File: src/rtl/sobel_window_core.sv
// Sobel 3x3 window, gradient magnitude and edge output for column-beat pixel streams.
// Build option SOBEL_MAG_OUT_EN: emit the saturated magnitude instead of the thresholded edge bit.
module sobel_window_core #(
    parameter int IMG_WIDTH = 1920,
    parameter int DW        = 8,
    parameter int THRESH    = 100
) (
    input  logic          clk,
    input  logic          rst,
    input  logic [DW-1:0] tap_top,
    input  logic [DW-1:0] tap_mid,
    input  logic [DW-1:0] tap_bot,
    input  logic          tap_valid,
    input  logic          tap_sol,
    input  logic          tap_eol,
    input  logic          tap_border,
    output logic          out_valid,
    output logic [DW-1:0] out_pix,
    output logic          out_sol,
    output logic          out_eol,
    output logic          err
);
    // Handshake: a column beat is taken on every cycle tap_valid is high (no ready,
    // no stall); out_valid is high for exactly one cycle per emitted pixel.

    localparam int CW = 11;
    localparam int SW = DW + 2;
    localparam int GW = DW + 3;
    localparam logic [CW-1:0] LAST_COL = CW'(IMG_WIDTH - 1);
    localparam logic [GW-1:0] MAX_PIX  = GW'((1 << DW) - 1);
    localparam logic [31:0]   THRESH_W = THRESH;

    typedef enum logic [1:0] {IDLE, LINE, FLUSH} state_e;

    state_e                     state_q, state_d;
    logic [CW-1:0]              col_q, col_d;
    logic                       border_q, border_d;
    logic                       err_q, err_d;
    // Row 0 = top, 2 = bottom; tap 0 = newest (right), 2 = oldest (left).
    logic [2:0][2:0][DW-1:0]    win_q, win_d;

    logic                       v0_q, v0_d, sol0_q, sol0_d, eol0_q, eol0_d, mask0_q, mask0_d;
    logic                       v1_q, v1_d, sol1_q, sol1_d, eol1_q, eol1_d, mask1_q, mask1_d;
    logic                       v2_q, v2_d, sol2_q, sol2_d, eol2_q, eol2_d, mask2_q, mask2_d;
    logic [GW-1:0]              gx_q, gx_d, gy_q, gy_d;
    logic [GW-1:0]              mag_q, mag_d;
    logic                       out_valid_q, out_valid_d, out_sol_q, out_sol_d, out_eol_q, out_eol_d;
    logic [DW-1:0]              out_pix_q, out_pix_d;

    logic                       accept;
    logic [CW-1:0]              beat_col;
    logic [SW-1:0]              gx_pos, gx_neg, gy_pos, gy_neg;
    logic [GW-1:0]              abs_x, abs_y;
    logic [DW-1:0]              pix;

    always_comb begin
        state_d  = state_q;
        col_d    = col_q;
        border_d = border_q;
        err_d    = err_q;
        win_d    = win_q;
        v0_d     = 1'b0;
        sol0_d   = 1'b0;
        eol0_d   = 1'b0;
        mask0_d  = 1'b0;
        accept   = 1'b0;
        beat_col = col_q + CW'(1);

        case (state_q)
            IDLE: begin
                if (tap_valid) begin
                    if (tap_sol) begin
                        accept   = 1'b1;
                        beat_col = '0;
                        border_d = tap_border;
                        state_d  = tap_eol ? FLUSH : LINE;
                    end else begin
                        err_d = 1'b1;
                    end
                end
            end
            LINE: begin
                if (tap_valid) begin
                    accept = 1'b1;
                    if (tap_eol) state_d = FLUSH;
                end
            end
            FLUSH: begin
                state_d = IDLE;
                if (tap_valid) err_d = 1'b1;
            end
            default: state_d = IDLE;
        endcase

        // Accept of column c+1 completes the window centred on column c.
        if (accept) begin
            col_d    = beat_col;
            if (tap_eol && beat_col != LAST_COL) err_d = 1'b1;
            win_d[0] = {win_q[0][1:0], tap_top};
            win_d[1] = {win_q[1][1:0], tap_mid};
            win_d[2] = {win_q[2][1:0], tap_bot};
            if (beat_col != '0) begin
                v0_d    = 1'b1;
                sol0_d  = (beat_col == CW'(1));
                eol0_d  = ((beat_col - CW'(1)) == LAST_COL);
                mask0_d = border_q | sol0_d | eol0_d;
            end
        end else if (state_q == FLUSH) begin
            // Last column has no right neighbour: shift in zeros, result is masked.
            win_d[0] = {win_q[0][1:0], {DW{1'b0}}};
            win_d[1] = {win_q[1][1:0], {DW{1'b0}}};
            win_d[2] = {win_q[2][1:0], {DW{1'b0}}};
            v0_d     = 1'b1;
            sol0_d   = (col_q == '0);
            eol0_d   = 1'b1;
            mask0_d  = 1'b1;
        end

        gx_pos  = SW'(win_q[0][0]) + SW'({win_q[1][0], 1'b0}) + SW'(win_q[2][0]);
        gx_neg  = SW'(win_q[0][2]) + SW'({win_q[1][2], 1'b0}) + SW'(win_q[2][2]);
        gy_pos  = SW'(win_q[2][2]) + SW'({win_q[2][1], 1'b0}) + SW'(win_q[2][0]);
        gy_neg  = SW'(win_q[0][2]) + SW'({win_q[0][1], 1'b0}) + SW'(win_q[0][0]);
        gx_d    = GW'(gx_pos) - GW'(gx_neg);
        gy_d    = GW'(gy_pos) - GW'(gy_neg);
        v1_d    = v0_q;
        sol1_d  = sol0_q;
        eol1_d  = eol0_q;
        mask1_d = mask0_q;

        abs_x   = gx_q[GW-1] ? (~gx_q + GW'(1)) : gx_q;
        abs_y   = gy_q[GW-1] ? (~gy_q + GW'(1)) : gy_q;
        mag_d   = abs_x + abs_y;
        v2_d    = v1_q;
        sol2_d  = sol1_q;
        eol2_d  = eol1_q;
        mask2_d = mask1_q;

`ifdef SOBEL_MAG_OUT_EN
        pix = (mag_q > MAX_PIX) ? {DW{1'b1}} : mag_q[DW-1:0];
`else
        pix = ({{(32-GW){1'b0}}, mag_q} > THRESH_W) ? {DW{1'b1}} : {DW{1'b0}};
`endif
        out_valid_d = v2_q;
        out_sol_d   = v2_q & sol2_q;
        out_eol_d   = v2_q & eol2_q;
        out_pix_d   = (v2_q && !mask2_q) ? pix : {DW{1'b0}};
    end

    always_ff @(posedge clk) begin
        if (rst) begin
            state_q     <= IDLE;
            col_q       <= '0;
            border_q    <= 1'b0;
            err_q       <= 1'b0;
            win_q       <= '0;
            v0_q        <= 1'b0;
            sol0_q      <= 1'b0;
            eol0_q      <= 1'b0;
            mask0_q     <= 1'b0;
            v1_q        <= 1'b0;
            sol1_q      <= 1'b0;
            eol1_q      <= 1'b0;
            mask1_q     <= 1'b0;
            gx_q        <= '0;
            gy_q        <= '0;
            v2_q        <= 1'b0;
            sol2_q      <= 1'b0;
            eol2_q      <= 1'b0;
            mask2_q     <= 1'b0;
            mag_q       <= '0;
            out_valid_q <= 1'b0;
            out_sol_q   <= 1'b0;
            out_eol_q   <= 1'b0;
            out_pix_q   <= '0;
        end else begin
            state_q     <= state_d;
            col_q       <= col_d;
            border_q    <= border_d;
            err_q       <= err_d;
            win_q       <= win_d;
            v0_q        <= v0_d;
            sol0_q      <= sol0_d;
            eol0_q      <= eol0_d;
            mask0_q     <= mask0_d;
            v1_q        <= v1_d;
            sol1_q      <= sol1_d;
            eol1_q      <= eol1_d;
            mask1_q     <= mask1_d;
            gx_q        <= gx_d;
            gy_q        <= gy_d;
            v2_q        <= v2_d;
            sol2_q      <= sol2_d;
            eol2_q      <= eol2_d;
            mask2_q     <= mask2_d;
            mag_q       <= mag_d;
            out_valid_q <= out_valid_d;
            out_sol_q   <= out_sol_d;
            out_eol_q   <= out_eol_d;
            out_pix_q   <= out_pix_d;
        end
    end

    assign out_valid = out_valid_q;
    assign out_pix   = out_pix_q;
    assign out_sol   = out_sol_q;
    assign out_eol   = out_eol_q;
    assign err       = err_q;

endmodule

File: config.mk
export PLATFORM = sky130hd
export DESIGN_NAME = sobel_window_core
export DESIGN_NICKNAME = d
export VERILOG_FILES = /design/src/rtl/sobel_window_core.sv
export SDC_FILE = /design/constraint.sdc
export NUM_CORES = 1
export LEC_CHECK = 0
export BUFFER_PORTS_ARGS = -buffer_cell sky130_fd_sc_hd__buf_4
export CORE_UTILIZATION = 62
export DETAILED_ROUTE_END_ITERATION = 10
export GPL_TIMING_DRIVEN = 0
export PLACE_DENSITY = 0.8
export SLEW_MARGIN = 20
export SYNTH_ARGS = -nofsm -noshare
export SYNTH_HDL_FRONTEND = slang
export SYNTH_SLANG_ARGS = --single-unit
File: constraint.sdc
create_clock -name clk -period 4.3 [get_ports clk]
set_clock_uncertainty 0.1 [all_clocks]
set_input_delay 0.43 -clock clk [delete_from_list [all_inputs] [get_ports clk]]
set_output_delay 0.43 -clock clk [all_outputs]
set_load 0.05 [all_outputs]
After elaboration in Yosys (flattened, before gate mapping):

Cells that the tools add are included.

* register bits after elaboration: 143
* output and inout port bits: 12
* bits of input ports: 30

* reduce and logical (&&, ||, !) cells: 10
* bitwise operators: 7
* equality and inequality tests: 9
* add/sub/neg operators: 15
* muxes and demuxes: 34
* magnitude comparators: 1

Operators with widths (count)
* 72-bit 2-to-1 mux: 2
* 11-bit 2-to-1 mux: 5
* 10-bit by 8-bit adder with 10-bit output: 4
* 8-bit by 9-bit adder with 10-bit output: 4
* 11-bit by 1-bit adder with 11-bit output, second input constant: 3
* 11-bit NOT: 2
* 10-bit by 10-bit subtractor with 11-bit output: 2
* 1-bit 2-to-1 mux: 18
* 11-bit adder: 1
* 11-bit by 1-bit == test with 1-bit output, second input constant: 1
* 11-bit == test, second input constant: 1
* 11-bit by 7-bit > comparator with 1-bit output, second input constant: 1
* 11-bit zero test: 1
* 11-bit inequality test, second input constant: 1
* 11-bit nonzero test: 1
* 11-bit by 1-bit subtractor with 11-bit output, second input constant: 1
* 2-bit 2-to-1 mux: 5
* 8-bit 2-to-1 mux: 1
* 2-bit inequality test, second input constant: 4
* 1-bit one-hot mux with 2 select lines: 2
* 2-bit one-hot mux with 2 select lines: 1
* 4-bit AND reduction: 1
* 3-bit AND reduction: 1
* 1-bit AND: 2
* 9 further kinds: 11

Depth between registers and ports, before layout:

Gate-level depths: netlist (run 1).

* word-level depth: 9
* gate-level depth with buffers: 15
* gate-level depth less buffers: 15

Least setup slack after synthesis (run 1):

Ideal clock, no wire load.

* path type: reg2reg
* from: register win_q[2] (netlist bit)
* to: register gy_q[8]
* setup time: 0.070 ns
* setup slack: 0.436 ns
* stages on the path, launching flop included: 14
* data arrival time: 3.694 ns
* buffers on the path: 0
* path through: dfxtp_1 inv_1 fa_1 inv_1 fa_1 fa_1 inv_1 ha_1 a21o_1 a21oi_1 o21ai_0 a2111oi_0 o21ai_0 a21oi_1

* word-level cells in the longest chain between the ends: 2

Ends and longest elaborated chain
* start: declaration: line 40 `logic [2:0][2:0][DW-1:0] win_q, win_d;`
* start signal: assignment: line 180 `win_q <= win_d;`
* 10-bit by 8-bit adder with 10-bit output: line 122 `gy_neg = SW'(win_q[0][2]) + SW'({win_q[0][1], 1'b0}) + SW'(win_q[0][0]);`
* 10-bit by 10-bit subtractor with 11-bit output: line 124 `gy_d = GW'(gy_pos) - GW'(gy_neg);`
* end signal: assignment: line 190 `gy_q <= gy_d;`
* end: declaration: line 45 `logic [GW-1:0] gx_q, gx_d, gy_q, gy_d;`

No other way between the ends.
A chain may end at the register's enable or synchronous reset.

Final worst setup path (run 1):

* from: register win_q[19] (netlist bit)
* to: register gx_q[9]

* word-level cells in the longest chain between the ends: 3

Ends and longest elaborated chain
* 8-bit by 9-bit adder with 10-bit output: line 120 `gx_neg = SW'(win_q[0][2]) + SW'({win_q[1][2], 1'b0}) + SW'(win_q[2][2]);`
* 10-bit by 8-bit adder with 10-bit output: line 120
* 10-bit by 10-bit subtractor with 11-bit output: line 123 `gx_d = GW'(gx_pos) - GW'(gx_neg);`
* end signal: assignment: line 189 `gx_q <= gx_d;`
* end: declaration: line 45

No other way between the ends.

==> results of run 1 <==
-- layout make-up --
cell class                      instances  share of cell area (%)
Sequential cell                       136                    29.5
Buffer                                 54                    2.67
Clock buffer                           22                    5.03
Inverter                              122                    4.96
Clock inverter                          8                    1.59
Tap cell                              172                    2.33
Multi-Input combinational cell        634                    50.5
Timing Repair Buffer                   41                    3.34
-- power groups by stage --
stage          clock network (mW)  registers, mW  logic, mW
2_1_floorplan                   0           1.51       1.24
3_3_place_gp                    0           1.53       1.51
3_5_place_dp                    0           1.53       1.55
4_1_cts                      1.53           1.51       1.57
5_1_grt                      1.59           1.53       1.79
6_report                     1.52           1.51       1.59
-- Yosys cell counts, types with 6 or more instances --
library cell and count:
sky130_fd_sc_hd__nand2b_1 6, sky130_fd_sc_hd__ha_1 38, sky130_fd_sc_hd__o21a_1 9, sky130_fd_sc_hd__or3_1 8
sky130_fd_sc_hd__xnor2_1 28, sky130_fd_sc_hd__or4_1 7, sky130_fd_sc_hd__nor2b_1 26, sky130_fd_sc_hd__dfxtp_1 136
sky130_fd_sc_hd__buf_4 9, sky130_fd_sc_hd__nand2_1 148, sky130_fd_sc_hd__inv_1 121, sky130_fd_sc_hd__xor2_1 7
sky130_fd_sc_hd__nor3_1 14, sky130_fd_sc_hd__a21oi_1 94, sky130_fd_sc_hd__fa_1 63, sky130_fd_sc_hd__clkbuf_1 32
sky130_fd_sc_hd__o41ai_1 7, sky130_fd_sc_hd__o21ai_0 25, sky130_fd_sc_hd__a21o_1 6, sky130_fd_sc_hd__buf_2 8
sky130_fd_sc_hd__mux2_2 6, sky130_fd_sc_hd__nand3_1 33, sky130_fd_sc_hd__a31oi_1 6, sky130_fd_sc_hd__nor2_1 43
-- metal layers --
layer	GRT usage (%)	part of all wire [%]
met4	11.7	2.8
met5	0	0
met2	50.3	48
met3	6.64	6.6
met1	38.6	42
-- per-stage QoR --
step	setup WS [ns]	instances	hold WS, ns	cell area (um^2)	power (mW)
3_5_place_dp	-0.0915	1159	0.286	8590	3.08
6_report	0.183	1189	0.116	9230	4.62
4_1_cts	0.0221	1189	0.112	9210	4.61
2_1_floorplan	0.436	946	0.273	8070	2.75
3_3_place_gp	-0.0390	1159	0.278	8590	3.04
5_1_grt	0.0145	1189	0.141	9230	4.91
-- cells in the final DEF (no fill, tap or decap), types with 3 or more instances in the layout --
master	count
sky130_fd_sc_hd__nor3b_1	3
sky130_fd_sc_hd__o21ai_1	3
sky130_fd_sc_hd__o31ai_1	5
sky130_fd_sc_hd__or4_1	7
sky130_fd_sc_hd__fa_1	63
sky130_fd_sc_hd__buf_2	8
sky130_fd_sc_hd__a21oi_1	94
sky130_fd_sc_hd__nor2_1	43
sky130_fd_sc_hd__ha_1	38
sky130_fd_sc_hd__nor3_1	14
sky130_fd_sc_hd__or3_1	8
sky130_fd_sc_hd__a211oi_1	4
sky130_fd_sc_hd__buf_1	5
sky130_fd_sc_hd__buf_4	50
sky130_fd_sc_hd__a31oi_1	6
sky130_fd_sc_hd__bufinv_16	4
sky130_fd_sc_hd__a21o_1	6
sky130_fd_sc_hd__and3_1	3
sky130_fd_sc_hd__nand4_1	4
sky130_fd_sc_hd__nand3_1	33
sky130_fd_sc_hd__clkbuf_1	35
sky130_fd_sc_hd__dfxtp_1	135
sky130_fd_sc_hd__nand2_1	148
sky130_fd_sc_hd__inv_1	121
sky130_fd_sc_hd__xor2_1	7
sky130_fd_sc_hd__nor2b_1	26
sky130_fd_sc_hd__o22ai_1	3
sky130_fd_sc_hd__or2_2	5
sky130_fd_sc_hd__a21boi_0	3
sky130_fd_sc_hd__xnor2_1	28
sky130_fd_sc_hd__o21ai_0	24
sky130_fd_sc_hd__mux2_2	6
sky130_fd_sc_hd__nand2b_1	6
sky130_fd_sc_hd__o21a_1	9
sky130_fd_sc_hd__o41ai_1	6
sky130_fd_sc_hd__clkbuf_16	17
-- final timing paths --
check	start	to	slack, ns
worst max-delay path	win_q[19]$_SDFFE_PP0P_	gx_q[9]$_SDFF_PP0_	0.18
worst min-delay path	tap_eol	state_q[0]$_SDFFE_PP0P_	0.12
worst max register to register	win_q[19]$_SDFFE_PP0P_	gx_q[9]$_SDFF_PP0_	0.18
worst min register to register	mask2_q$_SDFF_PP0_	out_pix[6]$_SDFF_PP0_	0.30
-- logic make-up (layout without fill, tap and decap cells) --
kind of cell             after synthesis  count (layout)
AND/OR/NAND/NOR                      315             315
AO/OA/AOI/OAI                        177             177
buffers and inverters                176             247
flip-flops                           136             136
adder cells (fa/ha/maj)              101             101
XOR/XNOR                              35              35
multiplexers                           6               6
-- repair_timing --
item | in CTS | in global routing
resized for setup | 1 | 6
setup endpoints to repair | 2 | 6
pin swaps | 0 | 1
-- worst max-delay path, stage by stage, from the launching register on --
cell	delay (ns)
sky130_fd_sc_hd__dfxtp_1	0.33
sky130_fd_sc_hd__inv_1	0.09
sky130_fd_sc_hd__fa_1	0.53
sky130_fd_sc_hd__inv_1	0.05
sky130_fd_sc_hd__fa_1	0.53
sky130_fd_sc_hd__fa_1	0.58
sky130_fd_sc_hd__inv_1	0.06
sky130_fd_sc_hd__ha_1	0.32
sky130_fd_sc_hd__nor2b_1	0.15
sky130_fd_sc_hd__o21ai_0	0.21
sky130_fd_sc_hd__a21boi_0	0.19
sky130_fd_sc_hd__o21a_1	0.25
sky130_fd_sc_hd__o41ai_2	0.24
sky130_fd_sc_hd__mux2_2	0.38
-- flip-flops by register name, summed over array words and instances (netlist names), 2 cells and up --
name	count
mag_q	11
win_q	72
col_q	11
state_q	2
gx_q	11
gy_q	11
==> results.sh, run 1 <==
export IMPL_outcome="finished, final reports clean"
export IMPL_whs_path_depth=2
export IMPL_finalMaxSlewViolations=0
export IMPL_clock_power_share_pct=32.8
export IMPL_ys_top_cells_by_area="sky130_fd_sc_hd__dfxtp_1 34%, sky130_fd_sc_hd__fa_1 16%, sky130_fd_sc_hd__nand2_1 6.9%, sky130_fd_sc_hd__ha_1 5.9%, sky130_fd_sc_hd__a21oi_1 5.8%"
export IMPL_dominant_combinational_cell_family_by_area_after_synthesis="adder cells"
export IMPL_worst_endpoint_arrival_ns=4.32
export IMPL_max_slew_worst_pin_slew_ns=0.807
export IMPL_initialDrtViolationCount=562
export IMPL_place_detailed_hpwl_um=13600
export IMPL_synth_xor_area_share_pct=3.80
export IMPL_utilization_after_layout_pct=72.8
export IMPL_flow_area_growth_from_synthesis_pct=14.3
export IMPL_number_of_nets_in_the_synthesized_netlist=1077
export IMPL_period_share_pct=95.7
export IMPL_holdCritPathClass="input pin to register"
export IMPL_layout_filler_cells=1002
export IMPL_seqCellArea_um2=2720
export IMPL_powerDensity_nw_per_um2=501
export IMPL_timing_max_cap_violations=0
export IMPL_clk_path_buf_depth=2
export IMPL_yosys_area_share_simple_pct=18.4
export IMPL_num_vias=6571
export IMPL_synth_compound_area_share_pct=12.9
export IMPL_holdBufCountCts=0
export IMPL_synth_distinct_cells=56
export IMPL_buffer_ports_inserted=41
export IMPL_syn_area_um2=8070
export IMPL_clock_pin_slew_on_the_worst_setup_and_hold_paths_ns=0.05
export IMPL_diodes=0
export IMPL_route_final_wire_length_um=18800
export IMPL_timing_critical_path_to_type="register"
export IMPL_cts_repair_timing_setup_buffer_count=0
export IMPL_initial_core_util_pct=63.7
export IMPL_setup_worst_path_start_class="register"
export IMPL_die_height_um=116
export IMPL_setup_viol_count_final=0
export IMPL_power_share_sequential_pct=32.7
export IMPL_area_used_by_multi_input_combinational_logic_um2=4660
export IMPL_finish_net_count=1137
export IMPL_synth_fa_ha_area_share_pct=21.5
export IMPL_drt_drc_violations_left=0
export IMPL_crit_fanout=3
export IMPL_grtUsageTotal_pct=30.2
export IMPL_rr_worst_depth=13
export IMPL_fin_setup_tns_ns=0
export IMPL_grt_overflow_total=0
export IMPL_fraction_of_synthesis_flops_using_an_asynchronous_set_or_reset_pin_pct=0
export IMPL_io_pins=42
export IMPL_placement_rows=41
export IMPL_htreeDepth=4
export IMPL_final_hold_vio_count=0
export IMPL_setup_repair_after_global_routing_missed_its_margin="no"
export IMPL_drive_gt1_share_pct=10.4
export IMPL_maxSlewHeadroom_pct=46.2
export IMPL_clk_root_buffer_cell="sky130_fd_sc_hd__clkbuf_16"
export IMPL_netlist_area_leader_share_pct=33.7
export IMPL_yosys_warnings=0
export IMPL_vdd_ir_drop_max_uv=363
export IMPL_grt_pass1_vias=6254
export IMPL_globalplace_congestion=0.898
export IMPL_first_pass_iters=5
export IMPL_synthCells=946
export IMPL_critical_path_class="register to register"
export IMPL_share_comb_of_total_power_pct=34.5
export IMPL_worst_skew_pair_late_latency_ns=0.42
export IMPL_synth_edf_count=0
export IMPL_switching_fraction_of_total_power_pct=31.8
export IMPL_placeableCoreArea_um2=12700
export IMPL_synthMuxAreaShare_pct=0.837
export IMPL_vias_per_cell=5.53
export IMPL_finalCriticalPeriod_ns=4.12
export IMPL_maximum_number_of_pins_on_one_net_before_global_route_repair=17
export IMPL_die_area_um2=13500
export IMPL_max_clock_freq_mhz=243
export IMPL_synth_top_area_cell="sky130_fd_sc_hd__dfxtp_1"
export IMPL_die_width_um=116
export IMPL_wire_length_of_the_first_global_routing_pass_um=30400
export IMPL_routed_wire_length_per_instance_um=15.8
export IMPL_post_synth_cell_area_avg_um2=8.53
export IMPL_static_leakage_nw=3.77
export IMPL_ys_seq_area_share_pct=33.7
export IMPL_antenna_violations_before_repair=0
export IMPL_clock_buffer_count_from_cts=17
export IMPL_critical_path_rt_ns=4.51
export IMPL_ys_ff_latch=136
export IMPL_ys_flop_type="sky130_fd_sc_hd__dfxtp_1"
export IMPL_drt_antenna_violating_nets=0
export IMPL_cellInternalPower_mw=3.15
export IMPL_tritoncts="yes"
export IMPL_cts_sink_count=136
export IMPL_p_sw_mw=1.47
Note: power is estimated with default switching activity, not from simulation.
==> inputs of run 2 (changes only) <==
--- a/config.mk
+++ b/config.mk
@@ -6,10 +6,10 @@
 export NUM_CORES = 1
 export LEC_CHECK = 0
 export BUFFER_PORTS_ARGS = -buffer_cell sky130_fd_sc_hd__buf_4
-export CORE_UTILIZATION = 62
+export CORE_UTILIZATION = 67
 export DETAILED_ROUTE_END_ITERATION = 10
 export GPL_TIMING_DRIVEN = 0
-export PLACE_DENSITY = 0.8
+export PLACE_DENSITY = 0.85
 export SLEW_MARGIN = 20
 export SYNTH_ARGS = -nofsm -noshare
 export SYNTH_HDL_FRONTEND = slang
==> constraint.sdc (replaced) <==
create_clock -name clk -period 5.24 [get_ports clk]
set_clock_uncertainty 0.1 [all_clocks]
set_input_delay 0.524 -clock clk [delete_from_list [all_inputs] [get_ports clk]]
set_output_delay 0.524 -clock clk [all_outputs]
set_load 0.05 [all_outputs]
==> run 2 against run 1 <==
Sequential power decreased by 18%; sequential share of layout area increased by 0.25 points; maximum frequency decreased by 10%; largest power group unchanged; flip-flop and latch count unchanged; first-iteration DRC count decreased by 20%; die area decreased by 7.3%; cell count decreased by 2.4%; highest routed layer unchanged; the run now ends with DRC left.
==> results.sh, run 2 (same netlist as run 1, synthesis figures left out) <==
export IMPL_register_ranked_first_by_flip_flop_count="win_q"
export IMPL_io_pins=42
export IMPL_crit_fanout=4
export IMPL_holdCritPathClass="input pin to register"
export IMPL_globalplace_congestion=0.917
export IMPL_grt_util_met2_pct=55.3
export IMPL_worst_endpoint_arrival_ns=4.83
export IMPL_static_leakage_nw=3.75
export IMPL_placement_rows=39
export IMPL_timing_critical_path_to_type="register"
export IMPL_place_detailed_hpwl_um=14100
export IMPL_placeableCoreArea_um2=11600
export IMPL_flow_area_growth_from_synthesis_pct=13.3
export IMPL_num_vias=6734
export IMPL_critical_path_cell_chain="inv_1 -> fa_1 -> inv_1 -> fa_1 -> fa_1 -> inv_1 -> ha_1 -> a21o_1 -> a21oi_1 -> o21ai_0 -> a2111oi_0 -> o21ai_0 -> a21oi_1"
export IMPL_holdBufCountCts=0
export IMPL_finalMaxSlewViolations=0
export IMPL_htreeDepth=4
export IMPL_area_used_by_multi_input_combinational_logic_um2=4640
export IMPL_timing_max_cap_violations=0
export IMPL_worst_skew_pair_late_latency_ns=0.42
export IMPL_switching_fraction_of_total_power_pct=33.8
export IMPL_gr_util_met1_pct=40.7
export IMPL_layout_filler_cells=793
export IMPL_maximum_number_of_pins_on_one_net_before_global_route_repair=17
export IMPL_setup_worst_path_start_class="register"
export IMPL_final_common_cell="sky130_fd_sc_hd__nand2_1"
export IMPL_fin_setup_tns_ns=0
export IMPL_diodes=0
export IMPL_antenna_violations_before_repair=0
export IMPL_critical_path_rt_ns=5.49
export IMPL_clk_path_buf_depth=2
export IMPL_wire_length_of_the_first_global_routing_pass_um=31700
export IMPL_powerDensity_nw_per_um2=410
export IMPL_die_height_um=112
export IMPL_p_sw_mw=1.27
export IMPL_vias_per_cell=5.80
export IMPL_cts_sink_count=136
export IMPL_delay_of_the_slowest_cell_on_the_worst_path_ns=0.74
export IMPL_most_used_cells_in_the_layout_excluding_fill_and_tap_cells="148 x sky130_fd_sc_hd__nand2_1, 136 x sky130_fd_sc_hd__dfxtp_1, 121 x sky130_fd_sc_hd__inv_1"
export IMPL_final_hold_vio_count=0
export IMPL_grt_most_used_layer="met2"
export IMPL_clock_buffer_count_from_cts=17
export IMPL_die_width_um=112
export IMPL_largest_reg_flops=72
export IMPL_routed_wire_length_per_instance_um=16.8
export IMPL_initial_core_util_pct=69.8
export IMPL_initialDrtViolationCount=449
export IMPL_seqCellArea_um2=2720
export IMPL_outcome="finished, violations left"
export IMPL_clock_pin_slew_on_the_worst_setup_and_hold_paths_ns=0.06
export IMPL_vdd_ir_drop_max_uv=232
export IMPL_crit_path_top_delay_cell="sky130_fd_sc_hd__a2111oi_0"
export IMPL_clock_power_share_pct=31.9
export IMPL_grtUsageTotal_pct=33.0
export IMPL_setup_repair_after_global_routing_missed_its_margin="no"
export IMPL_post_place_cells=1130
export IMPL_grt_util_met3_pct=7.46
export IMPL_clk_root_buffer_cell="sky130_fd_sc_hd__clkbuf_16"
export IMPL_drive_gt1_share_pct=10.3
export IMPL_grt_pass1_vias=6691
export IMPL_drt_drc_violations_left=2
export IMPL_setup_viol_count_final=0
export IMPL_cts_repair_timing_setup_buffer_count=0
export IMPL_period_share_pct=87.4
export IMPL_share_comb_of_total_power_pct=34.9
export IMPL_cellInternalPower_mw=2.48
export IMPL_tritoncts="yes"
export IMPL_post_layout_nonfiller_instances=1161
export IMPL_grt_overflow_total=0
export IMPL_drt_antenna_violating_nets=0
export IMPL_failing_checks="DRC"
export IMPL_buffer_ports_inserted=41
export IMPL_post_cts_resize_count=0
export IMPL_max_slew_worst_pin_slew_ns=0.764
export IMPL_critical_path_class="register to register"
export IMPL_finish_net_count=1137
export IMPL_finalCriticalPeriod_ns=4.58
export IMPL_route_final_wire_length_um=19500
export IMPL_maxSlewHeadroom_pct=47.8
export IMPL_power_share_sequential_pct=33.1
export IMPL_first_pass_iters=8
export IMPL_max_clock_freq_mhz=218
export IMPL_die_area_um2=12500
## run 2: cell types whose count changed in the layout (fill, tap and decap cells not counted), sizes merged
cell      change
clkbuf        -3
inv           +3
bufinv        -2
clkinv        +2
clkinvlp      +1
## run 2: final cells by class
cell class / instances / share of cell area (%)
Timing Repair Buffer: 41 / 3.37
Tap cell: 143 / 1.96
Clock buffer: 19 / 4.84
Sequential cell: 136 / 29.8
Multi-Input combinational cell: 634 / 50.8
Buffer: 54 / 2.70
Inverter: 122 / 5.01
Clock inverter: 12 / 1.57
## run 2: per-layer routing
metal  share of wire [%]  wire, um
met5                   0         0
met4                 3.6       698
met1                  40      7910
met3                 7.8      1530
met2                  48      9410
## run 2: worst max-delay path, delay by kind of cell (launching register included)
family,cells,cell delay (ns)
AO/OA/AOI/OAI,6,1.80
adder cells (fa/ha/maj),4,1.93
buffers and inverters,3,0.23
flip-flops,1,0.45
## run 2: metrics by stage
step | hold WS, ns | total power [mW] | util, % | setup slack, ns | instance area [um^2]
2_1_floorplan | 0.273 | 2.25 | - | 1.38 | 8070
3_3_place_gp | 0.276 | 2.49 | 74.0 | 0.866 | 8560
3_5_place_dp | 0.284 | 2.53 | 74.0 | 0.766 | 8560
4_1_cts | 0.204 | 3.74 | 79.1 | 0.644 | 9140
5_1_grt | 0.206 | 3.96 | 79.1 | 0.306 | 9140
6_report | 0.206 | 3.75 | 79.1 | 0.658 | 9140
## run 2: power groups by stage
stage / Clock (mW) / Combinational, mW / Sequential [mW]
detailed placement: 0 / 1.27 / 1.26
global route: 1.25 / 1.46 / 1.25
finish: 1.20 / 1.31 / 1.24
floorplan: 0 / 1.02 / 1.24
CTS: 1.20 / 1.30 / 1.24
global placement: 0 / 1.24 / 1.26
## run 2: path summary, 6_finish.rpt
kind	start	cells past startpoint	slack, ns	to
max reg2reg	win_q[2]$_SDFFE_PP0P_	13	0.66	gy_q[8]$_SDFF_PP0_
max	win_q[2]$_SDFFE_PP0P_	13	0.66	gy_q[8]$_SDFF_PP0_
min reg2reg	mask2_q$_SDFF_PP0_	1	0.29	out_pix[6]$_SDFF_PP0_
min	tap_eol	2	0.21	state_q[0]$_SDFFE_PP0P_
==> inputs of run 3 (changes only) <==
--- a/config.mk
+++ b/config.mk
@@ -5,11 +5,11 @@
 export SDC_FILE = /design/constraint.sdc
 export NUM_CORES = 1
 export LEC_CHECK = 0
-export BUFFER_PORTS_ARGS = -buffer_cell sky130_fd_sc_hd__buf_4
-export CORE_UTILIZATION = 67
+export CORE_UTILIZATION = 64
 export DETAILED_ROUTE_END_ITERATION = 10
+export DONT_BUFFER_PORTS = 1
 export GPL_TIMING_DRIVEN = 0
-export PLACE_DENSITY = 0.85
+export PLACE_DENSITY = 0.79
 export SLEW_MARGIN = 20
 export SYNTH_ARGS = -nofsm -noshare
 export SYNTH_HDL_FRONTEND = slang
==> constraint.sdc (replaced) <==
create_clock -name clk -period 4.8 [get_ports clk]
set_clock_uncertainty 0.1 [all_clocks]
set_input_delay 0.48 -clock clk [delete_from_list [all_inputs] [get_ports clk]]
set_output_delay 0.48 -clock clk [all_outputs]
set_load 0.05 [all_outputs]
==> run 3 against run 2 <==
The run now ends clean; sequential share of layout area is 1.1 points higher; non-clock buffer count fell by 41; core utilization fell by 6.5 points; cell count shrank 1.3%; wire length decreased by 6.4%; worst setup slack got worse by 0.29 ns; die area rose by 4.6%; count of clock-buffer cells in the layout unchanged; combinational power grew 5%; via count fell by 5.1%; critical path type unchanged.
==> results.sh, run 3 (same netlist as run 1, synthesis figures left out) <==
export IMPL_cellInternalPower_mw=2.58
export IMPL_worst_endpoint_arrival_ns=4.69
export IMPL_antenna_violations_before_repair=0
export IMPL_most_used_cells_in_the_layout_excluding_fill_and_tap_cells="148 x sky130_fd_sc_hd__nand2_1, 136 x sky130_fd_sc_hd__dfxtp_1, 121 x sky130_fd_sc_hd__inv_1"
export IMPL_crit_fanout=4
export IMPL_placeableCoreArea_um2=12200
export IMPL_flow_area_growth_from_synthesis_pct=9.30
export IMPL_tritoncts="yes"
export IMPL_delay_of_the_slowest_cell_on_the_worst_path_ns=0.79
export IMPL_max_slew_worst_pin_slew_ns=0.803
export IMPL_setup_viol_count_final=0
export IMPL_buffer_ports_inserted=0
export IMPL_finish_net_count=1096
export IMPL_post_cts_resize_count=0
export IMPL_vdd_ir_drop_max_uv=295
export IMPL_grt_overflow_total=0
export IMPL_first_pass_iters=5
export IMPL_cts_sink_count=136
export IMPL_maxSlewHeadroom_pct=45.1
export IMPL_vias_per_cell=5.58
export IMPL_wire_length_of_the_first_global_routing_pass_um=29100
export IMPL_initialDrtViolationCount=374
export IMPL_io_pins=42
export IMPL_worst_skew_pair_late_latency_ns=0.43
export IMPL_clk_root_buffer_cell="sky130_fd_sc_hd__clkbuf_16"
export IMPL_crit_path_top_delay_cell="sky130_fd_sc_hd__a2111oi_0"
export IMPL_critical_path_class="register to register"
export IMPL_cts_repair_timing_setup_buffer_count=0
export IMPL_routedLengthMet1_um=8000
export IMPL_routed_wire_length_per_instance_um=16.0
export IMPL_finalCriticalPeriod_ns=4.43
export IMPL_drt_drc_violations_left=0
export IMPL_topRoutingLayerUsed="met4"
export IMPL_finalMaxSlewViolations=0
export IMPL_p_sw_mw=1.36
export IMPL_timing_critical_path_to_type="register"
export IMPL_holdCritPathClass="input pin to register"
export IMPL_cp_top_family="adder cells"
export IMPL_diodes=0
export IMPL_max_clock_freq_mhz=226
export IMPL_maximum_number_of_pins_on_one_net_before_global_route_repair=17
export IMPL_drt_antenna_violating_nets=0
export IMPL_timing_max_cap_violations=0
export IMPL_placement_rows=40
export IMPL_static_leakage_nw=3.51
export IMPL_period_share_pct=92.4
export IMPL_route_final_wire_length_um=18300
export IMPL_powerDensity_nw_per_um2=447
export IMPL_timing_critical_path_buf_inv=3
export IMPL_power_share_sequential_pct=34.5
export IMPL_setup_worst_path_start_class="register"
export IMPL_grtUsageTotal_pct=29.6
export IMPL_outcome="finished, final reports clean"
export IMPL_globalplace_congestion=0.924
export IMPL_switching_fraction_of_total_power_pct=34.5
export IMPL_clock_pin_slew_on_the_worst_setup_and_hold_paths_ns=0.06
export IMPL_largest_reg_flops=72
export IMPL_holdBufCountCts=0
export IMPL_die_width_um=114
export IMPL_setup_repair_after_global_routing_missed_its_margin="no"
export IMPL_share_comb_of_total_power_pct=34.9
export IMPL_grt_pass1_vias=5849
export IMPL_num_vias=6390
export IMPL_die_area_um2=13100
export IMPL_initial_core_util_pct=66.4
export IMPL_critical_path_cell_chain="inv_1 -> fa_1 -> inv_1 -> fa_1 -> fa_1 -> inv_1 -> ha_1 -> a21o_1 -> a21oi_1 -> o21ai_0 -> a2111oi_0 -> o21ai_0 -> a21oi_1"
export IMPL_fin_setup_tns_ns=0
export IMPL_drive_gt1_share_pct=6.65
export IMPL_detailroute_wirelength_met2_um=8610
export IMPL_final_common_cell="sky130_fd_sc_hd__nand2_1"
export IMPL_clk_path_buf_depth=2
export IMPL_place_detailed_hpwl_um=13400
export IMPL_critical_path_rt_ns=5.05
export IMPL_htreeDepth=4
export IMPL_die_height_um=114
export IMPL_met3WireLength_um=1200
export IMPL_final_hold_vio_count=0
export IMPL_clock_buffer_count_from_cts=17
export IMPL_clock_power_share_pct=30.7
export IMPL_register_ranked_first_by_flip_flop_count="win_q"
export IMPL_post_layout_power_mw=3.94
run 3: changes by cell type in the layout (fill, tap and decap cells not counted), sizes merged:
cell,before,now
clkinv,5,2
clkinvlp,2,7
buf,63,22
bufinv,2,0
inv,125,126
run 3: per-layer routing:
metal | vias to the layer above | global-route usage (%)
li1 | 3116 | -
met1 | 3026 | 39.4
met2 | 214 | 47.2
met3 | 34 | 6.46
met4 | 0 | 11.5
met5 | - | 0
run 3: cell type report:
| type | count | area, um^2 |
|---|---|---|
| sequential | 136 | 2720 |
| buffer | 54 | 246 |
| multi-input combinational | 634 | 4640 |
| fill | 947 | 3340 |
| inverter | 122 | 458 |
| clock inverter | 13 | 97.6 |
| tap | 168 | 210 |
| clock buffer | 19 | 443 |
run 3: worst paths after layout:
kind | start | endpoint | slack (ns) | cells after the start
worst max-delay path | win_q[2]$_SDFFE_PP0P_ | gy_q[8]$_SDFF_PP0_ | 0.37 | 13
worst min-delay path | rst | out_valid$_SDFF_PP0_ | 0.06 | 1
worst max register to register | win_q[2]$_SDFFE_PP0P_ | gy_q[8]$_SDFF_PP0_ | 0.37 | 13
worst min register to register | mask2_q$_SDFF_PP0_ | out_pix[6]$_SDFF_PP0_ | 0.29 | 1
run 3: power by group through the flow:
stage | registers (mW) | clock network (mW) | logic [mW]
5_1_grt | 1.37 | 1.26 | 1.54
3_5_place_dp | 1.38 | 0 | 1.36
3_3_place_gp | 1.37 | 0 | 1.33
6_report | 1.36 | 1.21 | 1.37
2_1_floorplan | 1.35 | 0 | 1.11
4_1_cts | 1.36 | 1.21 | 1.37
run 3: through the flow:
stage	cell area, um^2	hold slack (ns)	setup WS [ns]	utilization, %	std cells
2_1_floorplan	8070	0.273	0.936	-	946
3_3_place_gp	8280	0.276	0.489	68.1	1114
3_5_place_dp	8280	0.281	0.447	68.1	1114
4_1_cts	8820	0.0467	0.449	72.5	1146
5_1_grt	8820	0.0558	0.124	72.5	1146
6_report	8820	0.0556	0.367	72.5	1146
run 3: worst register-to-register path, stage by stage, from the launching register on:
cell,delay (ns)
sky130_fd_sc_hd__dfxtp_1,0.41
sky130_fd_sc_hd__inv_1,0.08
sky130_fd_sc_hd__fa_1,0.50
sky130_fd_sc_hd__inv_1,0.05
sky130_fd_sc_hd__fa_1,0.50
sky130_fd_sc_hd__fa_1,0.61
sky130_fd_sc_hd__inv_1,0.06
sky130_fd_sc_hd__ha_1,0.28
sky130_fd_sc_hd__a21o_1,0.17
sky130_fd_sc_hd__a21oi_1,0.23
sky130_fd_sc_hd__o21ai_0,0.19
sky130_fd_sc_hd__a2111oi_0,0.79
sky130_fd_sc_hd__o21ai_0,0.21
sky130_fd_sc_hd__a21oi_1,0.17
